**src/rtl/fetch_unit.sv**
```systemverilog
// rtl/fetch_unit.sv - instruction fetch stage: PC, memory handshake, IR and redirects
module fetch_unit #(
    parameter logic [31:0] RESET_PC    = 32'h0000_3000,
    parameter int          ACK_TIMEOUT = 16
) (
    input  logic        clk,
    input  logic        rst,
    input  logic        pc_wr,
    input  logic        br_taken,
    input  logic        jmp_n,
    output logic        im_req,
    output logic [31:0] im_addr,
    input  logic        im_ack,
    input  logic [31:0] im_rdata,
    output logic [31:0] pc,
    output logic [31:0] npc,
    output logic [31:0] ir,
    output logic [5:0]  op,
    output logic [5:0]  funct,
    output logic        nop,
    output logic        fetch_err
);

    localparam int CNT_W = (ACK_TIMEOUT > 1) ? $clog2(ACK_TIMEOUT) : 1;
    localparam logic [CNT_W-1:0] CNT_MAX = CNT_W'(ACK_TIMEOUT - 1);

    typedef enum logic [1:0] {
        S_RST   = 2'd0,
        S_REQ   = 2'd1,
        S_VALID = 2'd2
    } state_t;

    state_t           state;
    state_t           state_nx;
    logic [CNT_W-1:0] cnt;
    logic [CNT_W-1:0] cnt_nx;
    logic [31:0]      pc_nx;
    logic [31:0]      ir_nx;
    logic             nop_nx;
    logic             err_nx;

    logic [31:0] br_off;
    logic [31:0] br_target;
    logic [31:0] jmp_target;
    logic [31:0] next_pc;

    // Pure decodes of registered state; no controller input reaches an output.
    assign npc     = pc + 32'd4;
    assign op      = ir[31:26];
    assign funct   = ir[5:0];
    assign im_req  = (state == S_REQ);
    assign im_addr = pc;

    assign br_off     = {{14{ir[15]}}, ir[15:0], 2'b00};
    assign br_target  = npc + br_off;
    assign jmp_target = {npc[31:28], ir[25:0], 2'b00};

    // Jump outranks branch when both are requested together.
    always_comb begin
        next_pc = npc;
        if (!jmp_n) begin
            next_pc = jmp_target;
        end else if (br_taken) begin
            next_pc = br_target;
        end
    end

    always_comb begin
        state_nx = state;
        cnt_nx   = cnt;
        pc_nx    = pc;
        ir_nx    = ir;
        nop_nx   = nop;
        err_nx   = fetch_err;
        unique case (state)
            S_RST: begin
                cnt_nx   = '0;
                nop_nx   = 1'b1;
                state_nx = S_REQ;
            end
            S_REQ: begin
                nop_nx = 1'b1;
                if (im_ack) begin
                    ir_nx    = im_rdata;
                    nop_nx   = 1'b0;
                    cnt_nx   = '0;
                    state_nx = S_VALID;
                end else if (cnt == CNT_MAX) begin
                    // Counter saturates; the request keeps asserting after the error.
                    err_nx = 1'b1;
                end else begin
                    cnt_nx = cnt + 1'b1;
                end
            end
            S_VALID: begin
                if (pc_wr) begin
                    pc_nx    = next_pc;
                    nop_nx   = 1'b1;
                    state_nx = S_REQ;
                end
            end
            default: begin
                state_nx = S_RST;
                nop_nx   = 1'b1;
            end
        endcase
    end

    always_ff @(posedge clk) begin
        if (rst) begin
            state     <= S_RST;
            cnt       <= '0;
            pc        <= {RESET_PC[31:2], 2'b00};
            ir        <= '0;
            nop       <= 1'b1;
            fetch_err <= 1'b0;
        end else begin
            state     <= state_nx;
            cnt       <= cnt_nx;
            pc        <= {pc_nx[31:2], 2'b00};
            ir        <= ir_nx;
            nop       <= nop_nx;
            fetch_err <= err_nx;
        end
    end

endmodule

```
**config.mk**
```make
export PLATFORM = sky130hd
export DESIGN_NAME = fetch_unit
export DESIGN_NICKNAME = d
export VERILOG_FILES = /design/src/rtl/fetch_unit.sv
export SDC_FILE = /design/constraint.sdc
export NUM_CORES = 1
export LEC_CHECK = 0
export CAP_MARGIN = 25
export CORE_ASPECT_RATIO = 0.7
export CORE_UTILIZATION = 40
export DETAILED_ROUTE_END_ITERATION = 16
export GPL_TIMING_DRIVEN = 0
export PLACE_DENSITY = 0.81
export SKIP_CTS_REPAIR_TIMING = 1
export SLEW_MARGIN = 20
export SYNTH_ARGS = -nofsm -noshare
export SYNTH_HDL_FRONTEND = slang
export SYNTH_SLANG_ARGS = --single-unit
```
**constraint.sdc**
```tcl
create_clock -name clk -period 7.5 [get_ports clk]
set_clock_uncertainty 0.05 [all_clocks]
set_input_delay 0.75 -clock clk [delete_from_list [all_inputs] [get_ports clk]]
set_output_delay 0.75 -clock clk [all_outputs]
set_load 0.02 [all_outputs]
```
# Yosys cells after proc, flatten, opt, wreduce, memory -nomap -nowiden
# Index checks and enable logic that the tools add are counted.
# W data, S select, Z words.
# word_totals
register_bits	72
input_bits	38
output_inout_bits	143
# op_classes
reduce_logical	7
n_mux	11
n_addsub	3
bitwise_logic	1
n_eq_ne	6
# ops
cell	count
$mux W32	2
$add A32 B3 Y32 const B	1
$add A32 B32 Y32	1
$mux W4	2
$pmux W4 S2	1
$reduce_and A2 Y1	4
$pmux W2 S3	1
$add A4 B1 Y4 const B	1
$eq A4 B4 Y1 const B	1
$mux W2	2
$ne A3 B3 Y1 const B	1
$reduce_and A3 Y1	1
$eq A2 B1 Y1 const B	1
$eq A2 B2 Y1 const B	1
$logic_not A2 Y1	1
$mux W1	2
$ne A2 B1 Y1 const B	1
$ne A2 B2 Y1 const B	1
$pmux W1 S2	1
$reduce_bool A2 Y1	1
$not A1 Y1	1

# Logic depth before layout (Yosys ltp)
# Gate-level depths: netlist of the first run.
# logic_depth
ltp_word	4
ltp_mapped	16

# Worst setup path before layout of the first run
# OpenSTA, ideal clock, no wires.
# synth_path
path_type	flip-flop to flip-flop
start	reg pc[11], in the netlist im_addr[11]
end	reg pc[31], in the netlist im_addr[31]
required_ns	7.388
setup_time_ns	0.062
t_arrival_ns	4.011
stages_incl_launch_ff	15
period_less_slack_ns	4.122
setup_slack_ns	3.378
path_cell_list	dfxtp_1 -> and4_4 -> nand4_4 -> or4_4 -> nor2_1 -> xor2_1 -> ha_1 -> a21oi_1 -> o21bai_1 -> a21o_1 -> a2111oi_0 -> or3_1 -> o21ai_0 -> or3_1 -> nand3_1
# synth_between
elab_chain_cells	4
# synth_lines
element	line	rtl
start, declared	15	output logic [31:0] pc,
start signal, assigned	113	pc <= {RESET_PC[31:2], 2'b00};
start signal, assigned	120	pc <= {pc_nx[31:2], 2'b00};
$add A32 B3 Y32	48	assign npc = pc + 32'd4;
named net npc[24]	16	output logic [31:0] npc,
$add A32 B32 Y32	55	assign br_target = npc + br_off;
$mux W32	63	end else if (br_taken) begin
$mux W32	61	if (!jmp_n) begin
# The timed path passes the listed nets, and every way through them passes these cells.
# A chain may end at the register's enable or synchronous reset.

# Final worst setup path of the first run
# layout_path
start	reg pc[2], in the netlist im_addr[2]
end	reg pc[31], in the netlist im_addr[31]
# layout_between
elab_chain_cells	4
# layout_lines
element	line
$add A32 B3 Y32 (*)	48
$add A32 B32 Y32	55
$mux W32	63
$mux W32 (*)	61
# Mark *: on every way between the ends. The rest lies on a longest branch, timed or not.

==> summary.txt, run 1 <==
Run status
  – Status: finished, final reports clean

Yosys
  – Post-synth EDFFs: 0
  – Flops & latches, synth: 70
  – Ys async rst share: 0
  – Post-synth top area cell: dfxtp_1
  – Area share of the largest cell type after synthesis: 0.2510
  – Ranking of synthesized cells by area: dfxtp_1, nand2_1, ha_1
  – Post-Synthesis Cells: 742
  – Yosys warnings: 0
  – Synth Flop Type: dfxtp_1
  – Sequential cell area fraction in the yosys report: 0.2510
  – Post-synthesis cell area: 5583 µm²
  – Count of different cell masters after synthesis: 71
  – Avg Inst Size Synth: 7.524 µm²

GRT
  – Largest net degree at the start of global routing: 26
  – First-pass GRT wire length: 30470 µm
  – Initial antenna violation count: 0
  – All-Layer GR Usage: 0.2752
  – Grt total ovfl: 0
  – Vias in the first global route: 5632

CTS
  – CTS tree: yes
  – Sink Count: 70
  – Worst-path clk slew: 0.06 ns
  – Root buffer selected by CTS: clkbuf_16
  – Clock Latency Late Sink: 0.34 ns
  – CTS H-tree depth: 3
  – Clock Path Buffers: 2
  – TritonCTS Buffers: 9

Drt
  – Detail Route Antenna Nets: 0
  – Drt wl/cell: 17.44 µm
  – TritonRoute pass-1 iters: 5
  – Final wirelength: 19550 µm
  – DRC violations left: 0
  – Initial DRC Count: 556
  – Via count: 6179
  – Vias per inst: 5.512

Floorplan
  – Starting Density: 0.4166
  – Die area: 14440 µm²
  – Die H: 100.8 µm
  – IO Pins: 181
  – Core Area: 13400 µm²
  – Cell Rows: 35
  – DIE WIDTH: 143.2 µm

Placement
  – Gpl congestion: 1.020
  – Port bufs: 172
  – Final HPWL DP: 15200 µm

STA
  – Tcrit/Tclk final: 0.5834
  – Final Hold Viols: 0
  – Max-slew violations: 0
  – Rel. slew slack: 0.4913
  – Setup_tns: 0 ns
  – Least-Margin Pin Slew: 0.7631 ns
  – FMAX: 228.5 MHz
  – Period minus WS final: 4.376 ns
  – RSZ-0062 raised after global routing: false
  – Final setup fails: 0

Critical path
  – Arrival time worst endpoint: 4.61 ns
  – Crit start category: flip-flop
  – Worst Path Max Fanout: 9
  – Worst setup EP type: flip-flop
  – Worst Path Required: 7.73 ns
  – Crit path kind: flip-flop to flip-flop

Finish
  – Diodes inserted: 0
  – Filler Cells Inserted: 1249
  – Area grow syn2layout: 41.53%
  – Share of cells above drive strength 1: 0.09402
  – Nets: 1007

Power
  – Total power: 1.087 mW
  – VDD IR-drop max: 0.1111 mV
  – Leak: 3.245 nW
  – Pwr per Cell Area: 137.5 nW/µm²

Job
  – Max Cap Viol: 0

Min path
  – Worst hold-check path type: flip-flop to flip-flop
[synthesized netlist by cell type, types with 7 or more instances]
library cell  count
a211oi_1         11
a21o_1           12
a21oi_1          77
a31oi_1           8
and3_1           10
buf_4            48
clkbuf_1         27
dfxtp_1          70
ha_1             37
inv_1            17
mux2i_1          10
nand2_1         125
nand3_1          24
nand4_1          11
nor2_1           64
o211ai_1          7
o21ai_0          21
o21ai_1          14
xnor2_1          27
xor2_1           21
[per-layer routing]
layer,part of all wire,GRT usage
met3,0.13,0.08409
met5,0,0
met4,0.0093,0.06782
met1,0.45,0.3986
met2,0.41,0.3906
[registers in the layout (all words and copies together), names as in the netlist]
register   cells
cnt            4
fetch_err      1
im_addr       30
ir            32
nop            1
state          2
[where the power goes]
group	switching, mW	total, mW	internal [mW]
Combinational	0.115	0.205	0.0904
Clock	0.182	0.479	0.297
Sequential	0.0184	0.402	0.384
Total	0.316	1.09	0.771
[final timing paths]
path	startpoint	to	slack, ns	cells past startpoint
worst max-delay path	im_addr[2]$_SDFFE_PP0P_	im_addr[31]$_SDFFE_PP0P_	3.12	14
worst min-delay path	nop$_SDFFE_PP1P_	nop$_SDFFE_PP1P_	0.43	2
worst max register to register	im_addr[2]$_SDFFE_PP0P_	im_addr[31]$_SDFFE_PP0P_	3.12	14
worst min register to register	nop$_SDFFE_PP1P_	nop$_SDFFE_PP1P_	0.43	2
[cells in the final DEF (no fill, tap or decap), drive strengths merged, types with 30 or more instances in the layout]
cell type	instances
nand2	125
clkdlybuf4s50	172
xnor2	30
a21oi	78
clkbuf	36
nor2	66
ha	37
dfxtp	70
buf	54
o21ai	35
[cell type report]
class / instances / area [µm²] / share of cell area
inverter: 17 / 63.81 / 0.008076
buffer: 80 / 483.0 / 0.06112
clock buffer: 9 / 225.2 / 0.02850
timing repair buffer: 173 / 1737 / 0.2198
sequential: 70 / 1401 / 0.1774
multi-input combinational: 580 / 3654 / 0.4624
clock inverter: 7 / 106.4 / 0.01346
tap: 185 / 231.5 / 0.02930
[worst max-delay path, stage by stage (launching register included)]
cell and delay [ns]:
dfxtp_1 0.48, ha_1 0.28, nand4_1 0.20, or4_4 0.64, nor2_1 0.15, xor2_1 0.31
ha_1 0.37, a21oi_1 0.27, o21bai_1 0.09, a21o_1 0.20, a2111oi_0 0.54, or3_1 0.20
o21ai_0 0.09, or3_1 0.36, nand3_1 0.09
[cells by family (layout without fill, tap and decap cells)]
logic type / count (synthesis) / after routing / share of synthesized area
buf+inv: 97 / 286 / 0.09794
other cells: 1 / 6 / 0.0006717
fa+ha+maj: 38 / 38 / 0.08651
mux: 10 / 10 / 0.01793
compound gates: 200 / 200 / 0.2308
simple gates: 275 / 275 / 0.2311
flops: 70 / 70 / 0.2510
xor+xnor: 51 / 51 / 0.08404
[metrics by stage]
| step | setup slack, ns | utilization | instances | instance area [µm²] | hold slack, ns |
|---|---|---|---|---|---|
| floorplan | 3.378 | - | 747 | 5602 | 0.4135 |
| global placement | 3.226 | 0.5638 | 1104 | 7555 | 0.4147 |
| detailed placement | 3.206 | 0.5638 | 1104 | 7555 | 0.4172 |
| CTS | 3.176 | 0.5885 | 1120 | 7886 | 0.4331 |
| global route | 2.803 | 0.5896 | 1121 | 7901 | 0.4628 |
| finish | 3.124 | 0.5896 | 1121 | 7901 | 0.4297 |
No activity file was read; power rests on OpenSTA's default activity.
==> inputs of run 2 (changes only) <==
Settings changed: PLACE_DENSITY 0.81 to 0.84.
Clock period 7.5 ns to 4 ns, I/O delays scaled along.
==> summary.txt, run 2 (synthesis results as in run 1) <==
Critical path
  – Bufs and invs on worst path: 2 (was 0)
  – Arrival time worst endpoint: 4.21 ns (was 4.61 ns)
  – Slowest stage delay, CP: 0.61 ns (was 0.64 ns)
  – Crit path kind: flip-flop to flip-flop (unchanged)
  – Worst Path Required: 4.23 ns (was 7.73 ns)
  – Worst Path Max Fanout: 8 (was 9)
  – Worst setup EP type: flip-flop (unchanged)
  – Crit start category: flip-flop (unchanged)
  – CP Cell Sequence: and4_4 > nand4_4 > or4_4 > nor2_4 > xor2_4 > ha_4 > buf_6 > nand4_1 > a21o_1 > o211ai_1 > a21oi_2 > buf_4 > nor4b_4 > mux2i_1 > or3_1 > nand3_1 (was ha_1 > nand4_1 > or4_4 > nor2_1 > xor2_1 > ha_1 > a21oi_1 > o21bai_1 > a21o_1 > a2111oi_0 > or3_1 > o21ai_0 > or3_1 > nand3_1)
  – Top delay family on crit path: simple AND/OR/NAND/NOR gates (unchanged)
  – CP max stage cell: or4_4 (unchanged)

Power
  – VDD IR-drop max: 0.2246 mV (was 0.1111 mV)
  – Pwr per Cell Area: 247.6 nW/µm² (was 137.5 nW/µm²)
  – Total power: 2.049 mW (was 1.087 mW)
  – Leak: 3.405 nW (was 3.245 nW)

Finish
  – Most frequent cells in the layout: clkdlybuf4s50_1, nand2_1, a21oi_1, buf_4, nor2_1 (was clkdlybuf4s50_1, nand2_1, a21oi_1, dfxtp_1, nor2_1)
  – Commonest non-fill, non-tap cell in the layout: clkdlybuf4s50_1 (unchanged)
  – Nets: 1027 (was 1007)
  – Diodes inserted: 0 (unchanged)
  – Sequential cell area: 1431 µm² (was 1401 µm²)
  – Filler Cells Inserted: 1142 (was 1249)
  – Multi-input gate area: 3834 µm² (was 3654 µm²)
  – Max FFs per register: 32 (unchanged)
  – Most flop-heavy register: ir (unchanged)
  – Area grow syn2layout: 48.21% (was 41.53%)
  – Fin util: 0.6175 (was 0.5896)
  – Share of cells above drive strength 1: 0.1506 (was 0.09402)
  – Number of standard cells in the layout, taps in and fillers out: 1141 (was 1121)

Drt
  – Drt wl/cell: 17.88 µm (was 17.44 µm)
  – Vias per inst: 5.656 (was 5.512)
  – Via count: 6454 (was 6179)
  – Detail Route Antenna Nets: 0 (unchanged)
  – TritonRoute pass-1 iters: 9 (was 5)
  – Initial DRC Count: 648 (was 556)
  – Final wirelength: 20400 µm (was 19550 µm)
  – DRC violations left: 0 (unchanged)

CTS
  – Worst-path clk slew: 0.06 ns (about the same)
  – Clock Path Buffers: 2 (unchanged)
  – Clock Latency Late Sink: 0.34 ns (about the same)
  – Sink Count: 70 (unchanged)
  – TritonCTS Buffers: 9 (unchanged)
  – CTS tree: yes (unchanged)
  – Root buffer selected by CTS: clkbuf_16 (unchanged)
  – CTS H-tree depth: 3 (unchanged)

STA
  – Least-Margin Pin Slew: 0.6432 ns (was 0.7631 ns)
  – Final setup fails: 0 (unchanged)
  – Max-slew violations: 0 (unchanged)
  – Final Hold Viols: 0 (unchanged)
  – Rel. slew slack: 0.5712 (was 0.4913)
  – FMAX: 251.5 MHz (was 228.5 MHz)
  – Period minus WS final: 3.975 ns (was 4.376 ns)
  – Tcrit/Tclk final: 0.9939 (was 0.5834)

Placement
  – Gpl congestion: 0.9570 (was 1.020)
  – Dpl cells: 1104 (unchanged)
  – Final HPWL DP: 15120 µm (was 15200 µm)
  – Port bufs: 172 (unchanged)

GRT
  – Initial antenna violation count: 0 (unchanged)
  – First-pass GRT wire length: 29960 µm (was 30470 µm)
  – Largest net degree at the start of global routing: 26 (unchanged)
  – Grt total ovfl: 0 (unchanged)
  – Vias in the first global route: 5629 (was 5632)
  – All-Layer GR Usage: 0.2716 (was 0.2752)

Min path
  – Worst hold-check path type: flip-flop to flip-flop (unchanged)

Job
  – Max Cap Viol: 0 (unchanged)

Run status
  – Status: finished, final reports clean (unchanged)

Floorplan
  – DIE WIDTH: 143.2 µm (unchanged)
  – Core Area: 13400 µm² (unchanged)
  – IO Pins: 181 (unchanged)
  – Starting Density: 0.4166 (unchanged)
  – Die H: 100.8 µm (unchanged)
  – Die area: 14440 µm² (unchanged)
  – Cell Rows: 35 (unchanged)
run 2: changes by cell type in the layout (fill, tap and decap cells not counted), moves of 3 or more:
cell / before / now
buf_4: 48 / 70
dfxtp_1: 70 / 58
dfxtp_2: 0 / 6
dfxtp_4: 0 / 6
xor2_1: 21 / 15
xor2_2: 0 / 5
ha_1: 37 / 33
a21oi_1: 77 / 74
a21oi_2: 1 / 4
run 2: area by class of cell:
class	instances	area share
inverters	17	0.007712
repair buffers	195	0.2298
plain buffers	78	0.05822
multi-input cells	580	0.4633
clock inverters	7	0.01270
well taps	185	0.02798
flip-flops and latches	70	0.1730
clock buffers	9	0.02722
run 2: final timing paths:
kind | startpoint | end | slack (ns) | cells past startpoint
setup reg to reg | im_addr[13]$_SDFFE_PP1P_ | im_addr[31]$_SDFFE_PP0P_ | 0.02 | 16
hold / removal | ir[29]$_SDFFE_PP0P_ | ir[29]$_SDFFE_PP0P_ | 0.43 | 2
hold reg to reg | ir[29]$_SDFFE_PP0P_ | ir[29]$_SDFFE_PP0P_ | 0.43 | 2
setup / recovery | im_addr[13]$_SDFFE_PP1P_ | im_addr[31]$_SDFFE_PP0P_ | 0.02 | 16
run 2: worst min-delay path, cell delays in order (launching register included):
cell,delay [ns]
dfxtp_1,0.32
nand2_1,0.06
a21oi_1,0.06
run 2: power by group:
group | total, mW | leakage [nW] | internal [mW] | switching [mW]
clock network | 0.898 | 0.159 | 0.556 | 0.342
logic | 0.400 | 2.67 | 0.177 | 0.223
registers | 0.751 | 0.574 | 0.717 | 0.0343
run 2: through the flow:
stage	area [µm²]	setup WS (ns)	setup TNS (ns)	hold slack, ns
global placement	7570	-0.2493	-0.6623	0.4124
global route	8274	-0.09024	-0.1286	0.4464
floorplan	5617	-0.005776	-0.005776	0.4135
detailed placement	7570	-0.2634	-0.8298	0.4149
finish	8274	0.02456	0	0.4309
CTS	7900	-0.3028	-1.099	0.4296
run 2: routing by layer:
| metal | part of all wire | wire, µm | track usage |
|---|---|---|---|
| met3 | 0.12 | 2521 | 0.06508 |
| met1 | 0.43 | 8726 | 0.3924 |
| met5 | 0 | 0 | 0 |
| met4 | 0.025 | 506 | 0.07775 |
| met2 | 0.42 | 8647 | 0.3962 |
